**src/rtl/seq_shift_unit_pkg.sv**
```systemverilog
// +----------------------------------------------------------------------------+
// | Module   : shifter_pkg                                                     |
// | Brief    : Shared operation/state encodings for the sequential shifter.    |
// | Revision : 1.0 - initial release                                           |
// +----------------------------------------------------------------------------+
`default_nettype none

package shifter_pkg;

  typedef enum logic [1:0] {
    OP_LSL = 2'b00,
    OP_LSR = 2'b01,
    OP_ASR = 2'b10,
    OP_ROR = 2'b11
  } shift_op_e;

  typedef enum logic [1:0] {
    ST_IDLE  = 2'b00,
    ST_SHIFT = 2'b01,
    ST_DONE  = 2'b10
  } shift_state_e;

  localparam int DEF_WIDTH = 16;

  // A request skips the SHIFT state when there is nothing to step through.
  function automatic logic skip_shift(input shift_op_e op, input logic amt_zero,
                                      input logic ror_en);
    return amt_zero || ((op == OP_ROR) && !ror_en);
  endfunction

endpackage

`default_nettype wire

```
**src/rtl/seq_shift_unit_if.sv**
```systemverilog
// +----------------------------------------------------------------------------+
// | Module   : seq_shift_unit_if                                               |
// | Brief    : Request/result valid-ready bundle for the sequential shifter.   |
// | Revision : 1.0 - initial release                                           |
// +----------------------------------------------------------------------------+
`default_nettype none

interface seq_shift_unit_if
  import shifter_pkg::*;
#(
  parameter int WIDTH = DEF_WIDTH,
  parameter int AMT_W = $clog2(WIDTH)
);

  logic             in_valid;
  logic             in_ready;
  shift_op_e        in_op;
  logic [AMT_W-1:0] in_amt;
  logic [WIDTH-1:0] in_data;
  logic             out_valid;
  logic             out_ready;
  logic [WIDTH-1:0] out_data;
  logic             out_cout;

  modport master (
    output in_valid, in_op, in_amt, in_data, out_ready,
    input  in_ready, out_valid, out_data, out_cout
  );

  modport slave (
    input  in_valid, in_op, in_amt, in_data, out_ready,
    output in_ready, out_valid, out_data, out_cout
  );

endinterface

`default_nettype wire

```
**src/rtl/seq_shift_unit_shift_step.sv**
```systemverilog
// +----------------------------------------------------------------------------+
// | Module   : shift_step                                                      |
// | Brief    : Combinational single-bit shift/rotate step with carry-out bit.  |
// | Revision : 1.0 - initial release                                           |
// +----------------------------------------------------------------------------+
`default_nettype none

module shift_step
  import shifter_pkg::*;
#(
  parameter int WIDTH = DEF_WIDTH
) (
  input  shift_op_e        i_op,
  input  logic [WIDTH-1:0] i_data,
  output logic [WIDTH-1:0] o_data,
  output logic             o_bit
);

  always_comb begin
    o_data = i_data;
    o_bit  = 1'b0;
    case (i_op)
      OP_LSL: begin
        o_data = {i_data[WIDTH-2:0], 1'b0};
        o_bit  = i_data[WIDTH-1];
      end
      OP_LSR: begin
        o_data = {1'b0, i_data[WIDTH-1:1]};
        o_bit  = i_data[0];
      end
      // MSB never changes under ASR, so the current MSB is the original sign bit.
      OP_ASR: begin
        o_data = {i_data[WIDTH-1], i_data[WIDTH-1:1]};
        o_bit  = i_data[0];
      end
      OP_ROR: begin
        o_data = {i_data[0], i_data[WIDTH-1:1]};
        o_bit  = i_data[0];
      end
      default: begin
        o_data = i_data;
        o_bit  = 1'b0;
      end
    endcase
  end

endmodule

`default_nettype wire

```
**src/rtl/seq_shift_unit.sv**
```systemverilog
// +----------------------------------------------------------------------------+
// | Module   : seq_shift_unit                                                  |
// | Brief    : Multi-cycle variable shifter, one bit position per clock.       |
// |            Define SHIFTER_ROR_EN to make op 11 a rotate right; otherwise   |
// |            op 11 passes the operand through unchanged.                     |
// | Revision : 1.0 - initial release                                           |
// +----------------------------------------------------------------------------+
`default_nettype none

module seq_shift_unit
  import shifter_pkg::*;
#(
  parameter int WIDTH = DEF_WIDTH,
  parameter int AMT_W = $clog2(WIDTH)
) (
  input  logic             clk,
  input  logic             rst_n,
  seq_shift_unit_if.slave  bus
);

`ifdef SHIFTER_ROR_EN
  localparam logic c_ror_en = 1'b1;
`else
  localparam logic c_ror_en = 1'b0;
`endif

  localparam logic [AMT_W-1:0] c_amt_one  = AMT_W'(1);
  localparam logic [AMT_W-1:0] c_amt_zero = '0;

  shift_state_e     r_state;
  shift_state_e     w_state_nxt;
  shift_op_e        r_op;
  logic [WIDTH-1:0] r_work;
  logic [AMT_W-1:0] r_count;
  logic             r_cout;

  logic             w_accept;
  logic             w_skip;
  logic             w_last_step;
  logic [WIDTH-1:0] w_step_data;
  logic             w_step_bit;

  assign w_accept    = (r_state == ST_IDLE) && bus.in_valid;
  assign w_skip      = skip_shift(bus.in_op, (bus.in_amt == c_amt_zero), c_ror_en);
  assign w_last_step = (r_count == c_amt_one);

  shift_step #(
    .WIDTH (WIDTH)
  ) u_step (
    .i_op   (r_op),
    .i_data (r_work),
    .o_data (w_step_data),
    .o_bit  (w_step_bit)
  );

  always_ff @(posedge clk or negedge rst_n) begin
    if (!rst_n) begin
      r_state <= ST_IDLE;
    end else begin
      r_state <= w_state_nxt;
    end
  end

  always_comb begin
    w_state_nxt = r_state;
    case (r_state)
      ST_IDLE: begin
        if (bus.in_valid) begin
          w_state_nxt = w_skip ? ST_DONE : ST_SHIFT;
        end
      end
      ST_SHIFT: begin
        if (w_last_step) begin
          w_state_nxt = ST_DONE;
        end
      end
      ST_DONE: begin
        if (bus.out_ready) begin
          w_state_nxt = ST_IDLE;
        end
      end
      default: w_state_nxt = ST_IDLE;
    endcase
  end

  // Working register doubles as the result register; it only moves in IDLE/SHIFT,
  // so the result is stable for as long as DONE is held by backpressure.
  always_ff @(posedge clk or negedge rst_n) begin
    if (!rst_n) begin
      r_op    <= OP_LSL;
      r_work  <= '0;
      r_count <= '0;
      r_cout  <= 1'b0;
    end else begin
      if (w_accept) begin
        r_op    <= bus.in_op;
        r_work  <= bus.in_data;
        r_count <= w_skip ? c_amt_zero : bus.in_amt;
        r_cout  <= 1'b0;
      end else if (r_state == ST_SHIFT) begin
        r_work  <= w_step_data;
        r_cout  <= w_step_bit;
        r_count <= r_count - c_amt_one;
      end
    end
  end

  assign bus.in_ready  = (r_state == ST_IDLE);
  assign bus.out_valid = (r_state == ST_DONE);
  assign bus.out_data  = r_work;
  assign bus.out_cout  = r_cout;

endmodule

`default_nettype wire

```
**src/flat_wrapper.sv**
```systemverilog
// flat-port wrapper written by rule: the top's interface ports become plain ports
module seq_shift_unit_flat import shifter_pkg::*;
#(
  parameter int WIDTH = DEF_WIDTH,
  parameter int AMT_W = $clog2(WIDTH)
)
  (clk, rst_n, bus_in_valid, bus_in_op, bus_in_amt, bus_in_data, bus_out_ready, bus_in_ready, bus_out_valid, bus_out_data, bus_out_cout);
  seq_shift_unit_if #(.WIDTH(WIDTH), .AMT_W(AMT_W)) bus_i ();
  input  logic clk;
  input  logic rst_n;
  input wire logic [$bits(bus_i.in_valid)-1:0] bus_in_valid;
  input wire logic [$bits(bus_i.in_op)-1:0] bus_in_op;
  input wire logic [$bits(bus_i.in_amt)-1:0] bus_in_amt;
  input wire logic [$bits(bus_i.in_data)-1:0] bus_in_data;
  input wire logic [$bits(bus_i.out_ready)-1:0] bus_out_ready;
  output wire logic [$bits(bus_i.in_ready)-1:0] bus_in_ready;
  output wire logic [$bits(bus_i.out_valid)-1:0] bus_out_valid;
  output wire logic [$bits(bus_i.out_data)-1:0] bus_out_data;
  output wire logic [$bits(bus_i.out_cout)-1:0] bus_out_cout;
  assign bus_i.in_valid = bus_in_valid;
  assign bus_i.in_op = bus_in_op;
  assign bus_i.in_amt = bus_in_amt;
  assign bus_i.in_data = bus_in_data;
  assign bus_i.out_ready = bus_out_ready;
  assign bus_in_ready = bus_i.in_ready;
  assign bus_out_valid = bus_i.out_valid;
  assign bus_out_data = bus_i.out_data;
  assign bus_out_cout = bus_i.out_cout;
  seq_shift_unit #(.WIDTH(WIDTH), .AMT_W(AMT_W)) u_core (.clk(clk), .rst_n(rst_n), .bus(bus_i));
endmodule
```
**config.mk**
```make
export PLATFORM = sky130hd
export DESIGN_NAME = seq_shift_unit_flat
export DESIGN_NICKNAME = d
export VERILOG_FILES = /design/src/rtl/seq_shift_unit_pkg.sv /design/src/rtl/seq_shift_unit_if.sv /design/src/rtl/seq_shift_unit_shift_step.sv /design/src/rtl/seq_shift_unit.sv /design/src/flat_wrapper.sv
export SDC_FILE = /design/constraint.sdc
export NUM_CORES = 1
export LEC_CHECK = 0
export ABC_AREA = 1
export BUFFER_PORTS_ARGS = -buffer_cell sky130_fd_sc_hd__buf_2
export CAP_MARGIN = 25
export CORE_ASPECT_RATIO = 1.5
export CORE_UTILIZATION = 52
export DETAILED_ROUTE_END_ITERATION = 8
export PLACE_DENSITY = 0.91
export SYNTH_ARGS = -nofsm -noshare
export SYNTH_HDL_FRONTEND = slang
export SYNTH_SLANG_ARGS = --single-unit
```
**constraint.sdc**
```tcl
create_clock -name clk -period 1.45 [get_ports clk]
set_input_delay 0.435 -clock clk [delete_from_list [all_inputs] [get_ports clk]]
set_output_delay 0.435 -clock clk [all_outputs]
set_load 0.02 [all_outputs]
```
[Word-level counts from Yosys, hierarchy flattened]
Index checks and enable logic that the tools add are counted.
Storage, ports and cells
  word-level logic and storage cells: 41
  output and inout port bits: 19
  register bits after elaboration: 25
Cells by class
  reductions and logical operators: 9
  add/sub/neg operators: 1
  eq/ne operators: 11
  mux-type cells: 14
Operator list (count)
  $pmux W16 S4: 1
  $mux W16: 2
  $mux W4: 3
  $eq A2 B2 Y1 const B: 4
  $mux W2: 4
  $pmux W2 S3: 1
  $eq A2 B1 Y1 const B: 2
  $eq A4 B1 Y1 const B: 1
  $logic_not A2 Y1: 2
  $logic_not A4 Y1: 1
  $ne A2 B1 Y1 const B: 2
  $ne A2 B2 Y1 const B: 2
  $sub A4 B1 Y4 const B: 1
  $reduce_and A3 Y1: 1
  $reduce_or A3 Y1: 1
  $mux W1: 2
  $pmux W1 S2: 1
  $reduce_and A2 Y1: 1
  $reduce_bool A2 Y1: 1
  $logic_and A1 B1 Y1: 1
  $logic_or A1 B1 Y1: 1

[Longest topological paths before layout]
  depth after elaboration: 5
  gate-level depth with buffers: 8

[Modules after synthesis]
From an unflattened synthesis, not the netlist that was laid out.
Second synthesis, totals
  cell total of the unflattened synthesis: 226
  area total of the unflattened synthesis: 1552.7 um2
By module, submodules not included
  seq_shift_unit: area an instance 1256.2 um2, instances 1, sequential area each 625.6 um2, cells each 168
  shift_step: area an instance 296.5 um2, instances 1, sequential area each 0.0 um2, cells each 58

[Worst setup path after synthesis]
No wires, ideal clock.
  path type: flip-flop to flip-flop
  from: register u_core.r_state[1]
  to: register u_core.r_work[13] (netlist: u_core.bus.out_data[13])
  buffers on the path: 1
  arrival: 1198 ps
  period minus slack after synthesis: 1317 ps
  library setup time: 119 ps
  stages on the path, launching flop included: 8
  setup slack: 133 ps
  path through: dfrtp_1 -> nor2_4 -> nand2_8 -> nand2_8 -> inv_4 -> buf_6 -> nand2_1 -> o21ai_2
On the way
  longest elaborated chain between the ends: 3
  elaborated cells on any way between the ends: 5
  those cells by class: eq/ne (1); mux (1); reduce/logical (3)
RTL lines
  start: declaration: line seq_shift_unit.sv:30  | shift_state_e r_state;
  start signal: assignment: line seq_shift_unit.sv:60  | r_state <= w_state_nxt;
  $logic_not A2 Y1 (*)
  via bus_in_ready: line flat_wrapper.sv:16  | output wire logic [$bits(bus_i.in_ready)-1:0] bus_in_ready;
  $logic_and A1 B1 Y1 (*): line seq_shift_unit.sv:43  | assign w_accept = (r_state == ST_IDLE) && bus.in_valid;
  $mux W16 or $reduce_bool A2 Y1 (tied branches)
  end signal: assignment: line seq_shift_unit.sv:97  | r_work <= bus.in_data;
  end signal: assignment: line seq_shift_unit.sv:101  | r_work <= w_step_data;
  end: declaration: line seq_shift_unit.sv:33  | logic [WIDTH-1:0] r_work;
Mark *: on every way through the listed nets, which the timed path passes. The rest lies on a longest branch.
A chain may end at the register's enable or synchronous reset.

[Worst setup path after layout]
  from: register u_core.r_state[0]
  to: output bus_in_ready
On the way
  longest elaborated chain between the ends: 1
RTL lines
  $logic_not A2 Y1: line seq_shift_unit.sv:108  | assign bus.in_ready = (r_state == ST_IDLE);
  end: declaration: line flat_wrapper.sv:16
Every way passes these cells.

==> reports/metrics.json <==
{
  "outcome": {"value": "completed"},
  "maxSlewHeadroom": {"value": 0.6299},
  "pin_count_of_the_biggest_net_entering_global_routing": {"value": 26},
  "static-leakage-power": {"value": 1.052, "unit": "nW"},
  "via_count": {"value": 1577},
  "yosys_warnings": {"value": 0},
  "globalplace.congestion": {"value": 0.7853},
  "postRouteWirelength": {"value": 3656, "unit": "µm"},
  "ys_ff_latch": {"value": 25},
  "max_cap_viol_count": {"value": 0},
  "placement.cell_area": {"value": 1866, "unit": "µm²"},
  "postSynthNetCount": {"value": 250},
  "cts_num_sinks": {"value": 25},
  "crit_path_start": {"value": "u_core.r_state[0]"},
  "pwr-share-comb": {"value": 0.645},
  "synth_seq_area_share": {"value": 0.3820},
  "post_synth.cell_area_avg": {"value": 7.378, "unit": "µm²"},
  "row_count": {"value": 24},
  "timing.critical_path.arrival": {"value": 0.98, "unit": "ns"},
  "first_global_vias": {"value": 1448},
  "layout_commonest_cell": {"value": "sky130_fd_sc_hd__nand2_1"},
  "cts_hold_buffers": {"value": 0},
  "timing.hold.worst.class": {"value": "primary input to async pin"},
  "cts-buffers-inserted": {"value": 3},
  "clock_tree.buffer_depth": {"value": 2},
  "drt_iter0_drc": {"value": 40},
  "max_freq": {"value": 707.0, "unit": "MHz"},
  "cts_tree": {"value": "yes"},
  "r2r_start": {"value": "u_core.r_state[0]"},
  "grt_first_pass_wirelength": {"value": 5961, "unit": "µm"},
  "routed_wire_length_per_instance": {"value": 11.79, "unit": "µm"},
  "diodes": {"value": 0},
  "grt_setup_unrepaired": {"value": "false"},
  "yosys.cell_types.count": {"value": 24},
  "cp-start-kind": {"value": "flop"},
  "global_route.overflow_total": {"value": 0},
  "seq_power_share": {"value": 0.272},
  "setup_ws": {"value": 0.03556, "unit": "ns"},
  "hold_viol_final": {"value": 0},
  "cts-root-buf": {"value": "sky130_fd_sc_hd__clkbuf_8"},
  "critical_path.endpoint_type": {"value": "output port"},
  "worst-slew-pin-transition": {"value": 0.5552, "unit": "ns"},
  "setup.worst_path.end": {"value": "bus_in_ready"},
  "criticalPathCategory": {"value": "flop to output port"},
  "final_net_count": {"value": 300},
  "finalCritPeriodShare": {"value": 0.9755},
  "finalMaxSlewViolations": {"value": 0},
  "worst_skew_pair.late_latency": {"value": 0.27, "unit": "ns"},
  "drcViolationCount": {"value": 0},
  "layout-drive-gt1-share": {"value": 0.3100},
  "count_of_tritonroute_iterations_in_the_first_routing_pass": {"value": 4},
  "required_time_of_the_worst_setup_path": {"value": 1.02, "unit": "ns"},
  "post-route-cell-area": {"value": 1967, "unit": "µm²"},
  "clock_power_share": {"value": 0.083},
  "setup.reg_to_reg.worst_slack": {"value": 0.06, "unit": "ns"},
  "power.switching": {"value": 2.516, "unit": "mW"},
  "worst_clock_skew": {"value": 0.005337, "unit": "ns"},
  "die_x": {"value": 47.83, "unit": "µm"},
  "internal_power_component": {"value": 2.462, "unit": "mW"},
  "netSwitchingFraction": {"value": 0.5054},
  "cts_max_level": {"value": 1},
  "setup-tns-final": {"value": 0, "unit": "ns"},
  "design.core.area": {"value": 2943, "unit": "µm²"},
  "grt_antenna_before_repair": {"value": 0},
  "reg2regPathDepth": {"value": 6},
  "power_per_cell_area": {"value": 2531, "unit": "nW/µm²"},
  "layout_min_cycle_time": {"value": 1.414, "unit": "ns"},
  "ir_drop": {"value": 0.001549, "unit": "V"},
  "detailed_place_hpwl": {"value": 2742, "unit": "µm"},
  "floorplan.initialDensity": {"value": 0.5565},
  "setup_viol_count_final": {"value": 0},
  "layout-area-overhead-vs-synth": {"value": 20.09, "unit": "%"},
  "gr_util_all_layers": {"value": 0.2362},
  "critPathMaxFanout": {"value": 3},
  "post_synthesis_cell_area": {"value": 1638, "unit": "µm²"},
  "mostFrequentLayoutCells": {"value": "sky130_fd_sc_hd__nand2_1, sky130_fd_sc_hd__buf_2, sky130_fd_sc_hd__inv_1, sky130_fd_sc_hd__dfrtp_1"},
  "numPortBuffers": {"value": 44},
  "io_pins": {"value": 45},
  "cells_after_synth": {"value": 222},
  "ant_nets": {"value": 0},
  "final_hold_slack": {"value": 0.1504, "unit": "ns"},
  "reg2reg_to": {"value": "u_core.bus.out_data[2]"},
  "clkSlewWorstSetupHoldPaths": {"value": 0.08, "unit": "ns"},
  "dp_slack": {"value": 0.06052, "unit": "ns"},
  "vias_per_cell": {"value": 5.087},
  "chipHeight": {"value": 70.74, "unit": "µm"},
  "die-area": {"value": 3383, "unit": "µm²"}
}
-- Yosys cell counts (all sizes together) --
cell type / number / area share
a21boi: 2 / 0.011
a21oi: 14 / 0.043
a31oi: 1 / 0.0038
buf: 9 / 0.053
dfrtp: 25 / 0.38
ha: 2 / 0.015
inv: 30 / 0.072
nand2: 81 / 0.21
nand3: 7 / 0.021
nor2: 12 / 0.037
o211ai: 1 / 0.0046
o21ai: 37 / 0.15
xor2: 1 / 0.0053
-- area by class of cell --
type / instances / area, µm²
Fill cell: 283 / 975.9
Multi-Input combinational cell: 158 / 815.8
Sequential cell: 25 / 626.9
Timing Repair Buffer: 54 / 307.8
Inverter: 30 / 122.6
Tap cell: 39 / 48.80
Clock buffer: 4 / 45.04
-- timing repair --
item	4_1_cts	5_1_grt
setup endpoints to repair	2	5
gates resized for setup	3	8
buffers inserted	4	0
pin swaps	1	1
-- power by group through the flow --
stage / Sequential [mW] / Clock [mW] / Combinational, mW
floorplan: 1.59 / 0 / 2.20
global placement: 1.35 / 0 / 2.95
detailed placement: 1.36 / 0 / 3.05
CTS: 1.34 / 0.424 / 3.17
global route: 1.40 / 0.443 / 3.62
finish: 1.35 / 0.414 / 3.21
-- per-stage QoR --
step	utilization	std cells	total power, mW
final	0.6684	310	4.978
after global routing	0.6684	310	5.460
after CTS	0.6616	310	4.927
after detailed placement	0.6339	302	4.404
after global placement	0.6339	302	4.300
after floorplan	-	222	3.792
-- worst min path at each step --
stage,start,to,cells after the start,slack (ns)
CTS,rst_n,u_core.r_state[0],1,0.17
detailed placement,rst_n,u_core.r_state[1],1,0.46
global placement,rst_n,u_core.r_op[1],1,0.46
floorplan,rst_n,u_core.bus.out_cout,0,0.14
finish,rst_n,u_core.r_state[0],1,0.15
global route,rst_n,u_core.r_state[0],1,0.20
-- cell families after synthesis --
group	Yosys count	synth area share
and+or+nand+nor	100	0.2651
AOI/OAI and AO/OA	55	0.2078
buffers and inverters	39	0.1245
DFF	25	0.3820
adders and majority gates	2	0.01528
xor gates and xnor gates	1	0.005349
-- critical path, cell delays in order, from the launching register on --
cell,delay [ns]
sky130_fd_sc_hd__dfrtp_1,0.45
sky130_fd_sc_hd__nor2_4,0.14
sky130_fd_sc_hd__buf_6,0.13
-- sequential cells by signal, indices dropped and copies added, names as in the netlist --
register	flops
u_core.r_op	2
u_core.bus.out_data	16
u_core.r_state	2
u_core.bus.out_cout	1
u_core.r_count	4
-- routing by layer --
metal	share of wire	GRT usage	vias up	wire, µm
met5	0	0	-	0
met4	0.0098	0.06173	0	36
met3	0.036	0.02551	4	132
met2	0.55	0.4174	41	1995
met1	0.41	0.2888	734	1491
li1	-	-	798	-
(Power assumes the default switching activity.)
